### src/rtl/control_gen2.sv
// Multi-cycle T0-T3 control unit: decodes the held instruction and drives the
// bus-mux select, load enables, ALU op and memory handshake for each step.
module control_gen2 #(
    parameter  int REG_ADDR_W = 3,
    parameter  int INSTR_W    = 16,
    localparam int NUM_REGS   = 2 ** REG_ADDR_W,
    localparam int SEL_W      = $clog2(NUM_REGS + 4)
) (
    input  logic                clock,
    input  logic                Rest,
    input  logic                Run,
    input  logic [INSTR_W-1:0]  instruction,
    input  logic                mem_ready,
    output logic                IRin,
    output logic                Ain,
    output logic                Gin,
    output logic                Fin,
    output logic [1:0]          alu_op,
    output logic [SEL_W-1:0]    sel,
    output logic [NUM_REGS-1:0] Rin,
    output logic                ADDRin,
    output logic                DOUTin,
    output logic                W_D,
    output logic                mem_req,
    output logic                Done,
    output logic [1:0]          state
);

    typedef enum logic [1:0] {
        T0 = 2'b00,
        T1 = 2'b01,
        T2 = 2'b10,
        T3 = 2'b11
    } state_t;

    typedef enum logic [2:0] {
        OP_MV  = 3'b000,
        OP_MVT = 3'b001,
        OP_ADD = 3'b010,
        OP_SUB = 3'b011,
        OP_LD  = 3'b100,
        OP_ST  = 3'b101,
        OP_AND = 3'b110,
        OP_CMP = 3'b111
    } opcode_t;

    localparam logic [SEL_W-1:0] SEL_G      = SEL_W'(NUM_REGS);
    localparam logic [SEL_W-1:0] SEL_IMM    = SEL_W'(NUM_REGS + 1);
    localparam logic [SEL_W-1:0] SEL_IMM_HI = SEL_W'(NUM_REGS + 2);
    localparam logic [SEL_W-1:0] SEL_DIN    = SEL_W'(NUM_REGS + 3);

    localparam logic [1:0] ALU_ADD = 2'b00;
    localparam logic [1:0] ALU_SUB = 2'b01;
    localparam logic [1:0] ALU_AND = 2'b10;

    state_t                  state_q, state_d;
    opcode_t                 op;
    logic                    imm_mode;
    logic [REG_ADDR_W-1:0]   rx, ry;
    logic                    rin_we;

    assign op       = opcode_t'(instruction[INSTR_W-1 -: 3]);
    assign imm_mode = instruction[INSTR_W-4];
    assign rx       = instruction[INSTR_W-5 -: REG_ADDR_W];
    assign ry       = instruction[REG_ADDR_W-1:0];

    // Bits between rX and rY belong to the immediate, which the datapath consumes.
    if (INSTR_W - 4 - REG_ADDR_W > REG_ADDR_W) begin : g_imm_bits
        logic unused_imm_bits;
        assign unused_imm_bits = ^instruction[INSTR_W-5-REG_ADDR_W : REG_ADDR_W];
    end

    function automatic logic [SEL_W-1:0] reg_sel(input logic [REG_ADDR_W-1:0] r);
        return SEL_W'(r);
    endfunction

    always_ff @(posedge clock) begin
        if (Rest) begin
            state_q <= T0;
        end else begin
            state_q <= state_d;
        end
    end

    always_comb begin
        state_d = state_q;
        IRin    = 1'b0;
        Ain     = 1'b0;
        Gin     = 1'b0;
        Fin     = 1'b0;
        alu_op  = ALU_ADD;
        sel     = '0;
        rin_we  = 1'b0;
        ADDRin  = 1'b0;
        DOUTin  = 1'b0;
        W_D     = 1'b0;
        mem_req = 1'b0;
        Done    = 1'b0;

        if (Rest) begin
            state_d = T0;
        end else begin
            case (state_q)
                T0: begin
                    IRin = Run;
                    if (Run) state_d = T1;
                end
                T1: begin
                    case (op)
                        OP_MV: begin
                            sel     = imm_mode ? SEL_IMM : reg_sel(ry);
                            rin_we  = 1'b1;
                            Done    = 1'b1;
                            state_d = T0;
                        end
                        OP_MVT: begin
                            sel     = SEL_IMM_HI;
                            rin_we  = 1'b1;
                            Done    = 1'b1;
                            state_d = T0;
                        end
                        OP_LD, OP_ST: begin
                            sel     = reg_sel(ry);
                            ADDRin  = 1'b1;
                            state_d = T2;
                        end
                        default: begin
                            sel     = reg_sel(rx);
                            Ain     = 1'b1;
                            state_d = T2;
                        end
                    endcase
                end
                T2: begin
                    case (op)
                        OP_LD: begin
                            mem_req = 1'b1;
                            if (mem_ready) state_d = T3;
                        end
                        OP_ST: begin
                            sel     = reg_sel(rx);
                            DOUTin  = 1'b1;
                            state_d = T3;
                        end
                        OP_ADD, OP_SUB, OP_AND, OP_CMP: begin
                            sel     = imm_mode ? SEL_IMM : reg_sel(ry);
                            Gin     = 1'b1;
                            Fin     = 1'b1;
                            alu_op  = (op == OP_ADD) ? ALU_ADD :
                                      (op == OP_AND) ? ALU_AND : ALU_SUB;
                            state_d = T3;
                        end
                        // mv/mvt never reach T2; fall back to fetch if they do.
                        default: state_d = T0;
                    endcase
                end
                T3: begin
                    case (op)
                        OP_ADD, OP_SUB, OP_AND: begin
                            sel     = SEL_G;
                            rin_we  = 1'b1;
                            Done    = 1'b1;
                            state_d = T0;
                        end
                        OP_CMP: begin
                            Done    = 1'b1;
                            state_d = T0;
                        end
                        OP_LD: begin
                            sel     = SEL_DIN;
                            rin_we  = 1'b1;
                            Done    = 1'b1;
                            state_d = T0;
                        end
                        OP_ST: begin
                            mem_req = 1'b1;
                            W_D     = 1'b1;
                            Done    = mem_ready;
                            if (mem_ready) state_d = T0;
                        end
                        default: state_d = T0;
                    endcase
                end
            endcase
        end
    end

    for (genvar gi = 0; gi < NUM_REGS; gi++) begin : g_rin
        assign Rin[gi] = rin_we && (rx == REG_ADDR_W'(gi));
    end

    assign state = Rest ? T0 : state_q;

endmodule

### config.mk
export PLATFORM = sky130hd
export DESIGN_NAME = control_gen2
export DESIGN_NICKNAME = d
export VERILOG_FILES = /design/src/rtl/control_gen2.sv
export SDC_FILE = /design/constraint.sdc
export NUM_CORES = 1
export LEC_CHECK = 0
export CORE_ASPECT_RATIO = 0.7
export CORE_UTILIZATION = 25
export CTS_CLUSTER_SIZE = 20
export DETAILED_ROUTE_END_ITERATION = 7
export PLACE_DENSITY = 0.72
export SYNTH_ARGS = -nofsm -noshare
export SYNTH_HDL_FRONTEND = slang
export SYNTH_SLANG_ARGS = --single-unit
### constraint.sdc
create_clock -name clock -period 2.5 [get_ports clock]
set_input_delay 0.5 -clock clock [delete_from_list [all_inputs] [get_ports clock]]
set_output_delay 0.5 -clock clock [all_outputs]
set_load 0.05 [all_outputs]
# Word-level counts from Yosys, hierarchy flattened

Cells that the tools add are included.

Bits in registers: 2
Bits in latches: 0
Memory bits (writable): 0
Bits in read-only memories: 0
Output and inout port bits: 25
Logic and storage cells: 86
Memories kept: 0

Add/sub/neg operators: 0
Multiply operators: 0
Div/mod/pow operators: 0
Magnitude comparators: 0
Equality and inequality tests: 20
Shift operators: 0
Multiplexer cells: 45
Bitwise operators: 0
Reduce and logical (&&, ||, !) cells: 20

Operator list:

| kind                                                 | number |
|---|---|
| equality test 3 bit (second input constant)          | 8 |
| one-hot mux 4 bit (3 select lines)                   | 2 |
| 2-to-1 mux 1 bit                                     | 22 |
| 2-to-1 mux 2 bit                                     | 11 |
| one-hot mux 4 bit (2 select lines)                   | 2 |
| equality test 3 x 2 -> 1 bit (second input constant) | 4 |
| OR reduction 4 bit                                   | 3 |
| OR reduction 5 bit                                   | 2 |
| logical AND 1 bit                                    | 8 |
| 2-to-1 mux 4 bit                                     | 2 |
| one-hot mux 1 bit (2 select lines)                   | 4 |
| one-hot mux 2 bit (4 select lines)                   | 1 |
| equality test 3 x 1 -> 1 bit (second input constant) | 2 |
| logical NOT 3 bit                                    | 2 |
| != test 3 bit (second input constant)                | 2 |
| equality test 2 bit (second input constant)          | 2 |
| one-hot mux 2 bit (2 select lines)                   | 1 |
| OR reduction 2 bit                                   | 2 |
| AND reduction 3 bit                                  | 1 |
| OR reduction 3 bit                                   | 1 |
| equality test 2 x 1 -> 1 bit (second input constant) | 1 |
| logical NOT 2 bit                                    | 1 |
| != test 2 bit (second input constant)                | 1 |

# Longest topological paths before layout

Depth after elaboration: 6
Depth in mapped cells: 5
Gate-level depth less buffers: 4

# Worst setup path after synthesis

OpenSTA, ideal clock, no wires.

Path kind: in2out
Start point: input port instruction[14]
End point: output port Rin[0]
Data arrival time: 2.541 ns
Data required time: 2.000 ns
Path slack: -0.541 ns
Cell stages on the path: 4
Buffers on the path: 1
Cells stage by stage: buf_2 > nor3_1 > o21ai_2 > nor4_1

Cells in the longest elaborated chain, start to end: 6
Elaborated cells between the ends (all ways): 13
Classes of those cells: eq/ne: 5; mux: 4; reduce/logical: 4

RTL lines:

| item                                                                             | line     | text |
|---|---|---|
| from (decl)                                                                      | 12       | `input logic [INSTR_W-1:0] instruction,` |
| equality test 3 x 2 -> 1 bit, or another cell as far along                       | 158      | `case (op)` |
| OR reduction 4 bit (no source line) / OR reduction 2 bit (equally long branches) | n/a      |  |
| 2-to-1 mux 1 bit (on tied branches)                                              | 158, 109 |  |
| one-hot mux 1 bit (2 select lines) *                                             | 103      | `case (state_q)` |
| 2-to-1 mux 1 bit *                                                               | 100      | `if (Rest) begin` |
| logical AND 1 bit *                                                              | 189      | `assign Rin[gi] = rin_we && (rx == REG_ADDR_W'(gi));` |
| to (decl)                                                                        | 20       | `output logic [NUM_REGS-1:0] Rin,` |

Every way passes the cells marked *; elsewhere a longest branch is shown, timed or not.

# Worst setup path after layout

Start point: input port instruction[15]
End point: output port sel[0]

Cells in the longest elaborated chain, start to end: 5
Elaborated cells between the ends (all ways): 16
Classes of those cells: eq/ne: 7; mux: 5; reduce/logical: 4

RTL lines:

| item                                                             | line     | text |
|---|---|---|
| equality test 3 x 2 -> 1 bit, or another cell as far along       | 135, 158 |  |
| OR reduction 4 bit, or another cell as far along                 | 135      | `case (op)` |
| one-hot mux 4 bit (2 select lines), or another cell as far along | 135      |  |
| one-hot mux 4 bit (3 select lines) *                             | 103      |  |
| 2-to-1 mux 4 bit *                                               | 100      |  |
| to (decl)                                                        | 19       | `output logic [SEL_W-1:0] sel,` |

Marks and branches as above.

==> results.json <==
{
  "diodes": 0,
  "setup.worst_path.start_class": "input pin",
  "drcViolationCount": 0,
  "chipWidth_um": 61.0,
  "yosys_warnings": 0,
  "antenna_found_initial": 0,
  "port_buffers": 38,
  "dieArea_um2": 2640,
  "cts_max_level": 1,
  "power_leakage_nw": 0.607,
  "ioPinCount": 45,
  "cts_buffer_depth": 2,
  "detail-route-antenna-nets": 0,
  "hpwl_mm": 2.07,
  "ys.flop_type": "dfxtp_1",
  "path_clk_slew_ns": 0.03,
  "status": "complete, no violations",
  "worstPathRequired_ns": 2.00,
  "cts_tree": "done",
  "crit_arrival_ns": 1.92,
  "achievable-frequency_ghz": 0.413,
  "synth_area_leaders": "nor3_1 7.4%, nor4b_2 7.4%, dfxtp_1 6.6%",
  "synth_top_area_share": 0.0739,
  "rows": 14,
  "regMostFlops": "state_q",
  "die_y_um": 43.3,
  "synthCells": 87,
  "rsz0062_at_grt": "no",
  "synth_area_per_cell_um2": 7.00,
  "fin_skew_ns": 0.00741,
  "endpoint_kind": "output pin",
  "setup_viol": 0,
  "cts_buffers": 3,
  "nets": 167,
  "synth_top_cell_by_area": "nor3_1",
  "largest_reg_flops": 2,
  "totalWireLength_mm": 2.68,
  "post-route-util": 0.700,
  "top_regs": "state_q (2)",
  "dpl_worst_slack_ns": -0.182,
  "cap_violations": 0,
  "slew_headroom": 0.694,
  "ys_ff_latch": 2,
  "wl_per_cell_um": 15.1,
  "ir_worst_vdd_mv": 0.247,
  "fin_crit_ns": 2.42,
  "grt_pass1_wl_mm": 4.25,
  "grt_pass1_vias": 928,
  "yosysSeqAreaShare": 0.0657,
  "powerDensity_nw_per_um2": 199,
  "path_class": "in2out",
  "setup_ws_ns": 0.0815,
  "yosys.cell_types.count": 41,
  "place_congestion": 0.899,
  "fin_hold_ws_ns": 0.611,
  "gr-total-overflow": 0,
  "track_usage": 0.217,
  "yosys-top-cells-count": "9 x nor3_1, 7 x nor2_1, 6 x a21oi_1, 5 x nand2_1, 5 x nor3b_1",
  "initial_core_util": 0.274,
  "grt_max_degree": 14,
  "ys_async_sr_fraction": 0,
  "synthesis.area_um2": 609,
  "cts_root_buffer": "clkbuf_4",
  "crit_fanout": 6,
  "synth.most_common_cell": "nor3_1",
  "syn_to_final_growth_pct": 156,
  "hold_violations": 0,
  "drtIter0Drc": 19,
  "hold_path.class": "reg2reg",
  "worst_pin_slew_ns": 0.457,
  "drv_slew": 0,
  "cts.sinks": 2,
  "final.period_utilization": 0.967,
  "synth_fp_nets": 107,
  "dr_total_vias": 924,
  "power.total_w": 0.000311,
  "vias_per_cell": 5.22,
  "dr.pass1.iters": 4,
  "setup_tns_ns": 0,
  "core-area_um2": 2220,
  "clk_latency_ns": 0.23,
  "drive_gt1_frac": 0.545,
  "synth_edf_count": 0
}
[area by class of cell]
type | instances | area (um2)
timing repair buffer | 64 | 838
fill | 164 | 667
multi-input combinational | 73 | 604
sequential | 2 | 41.3
tap | 32 | 40.0
clock buffer | 3 | 22.5
inverter | 3 | 11.3
[per-stage QoR]
step | area [um2] | instances
after floorplan | 659 | 87
after global placement | 1450 | 171
after detailed placement | 1450 | 171
after CTS | 1510 | 175
after global routing | 1560 | 177
final | 1560 | 177
[final timing paths]
kind                                         startpoint                 endpoint  slack [ns]  cells past startpoint
worst min register to register  state_q[0]$_SDFFE_PP0P_  state_q[0]$_SDFFE_PP0P_        0.61                      2
worst max-delay path                    instruction[15]                   sel[0]        0.08                      8
worst min-delay path            state_q[0]$_SDFFE_PP0P_  state_q[0]$_SDFFE_PP0P_        0.61                      2
worst max register to register  state_q[1]$_SDFFE_PP0P_  state_q[0]$_SDFFE_PP0P_        1.05                      4
[critical path: stages]
cell,delay (ns)
dlygate4sd2_1,0.25
buf_6,0.14
buf_12,0.12
nor3b_1,0.18
a21oi_1,0.06
o31a_1,0.26
a31oi_2,0.23
buf_12,0.17
[layout by cell type (no fill, tap or decap), types with 4 or more instances in the layout]
master	Yosys	layout
a21oi_1	6	5
buf_12	0	25
buf_4	3	24
clkdlybuf4s50_1	0	9
nand2_1	5	5
nor2_1	7	7
nor3_1	9	6
o21ai_0	4	4
[kinds of logic after synthesis]
kind of cell / count (synthesis) / share of synthesized area
flip-flops: 2 / 0.0657
XOR/XNOR: 1 / 0.0267
AO/OA/AOI/OAI: 26 / 0.304
AND/OR/NAND/NOR: 46 / 0.503
buffers and inverters: 12 / 0.101
[metal layers]
layer | vias up | GRT usage | wire, um
met4 | 0 | 0.109 | 72
met1 | 438 | 0.287 | 1200
met5 | - | 0 | 0
li1 | 439 | - | -
met3 | 10 | 0.0244 | 122
met2 | 37 | 0.347 | 1290
[report_power, final]
part,internal (W),switching (W),total (W)
Clock,0.0000530,0.0000193,0.0000723
Sequential,0.0000350,0.00000968,0.0000446
Combinational,0.0000946,0.0000990,0.000194
Total,0.000183,0.000128,0.000311
[timing repair]
action / in CTS / in global routing
pin swaps: 5 / 4
resized for setup: 9 / 7
setup endpoints to repair: 14 / 3
hold buffers: 0 / 0
gates cloned: 0 / 0
setup buffers: 1 / 2
Note: power is estimated with default switching activity, not from simulation.
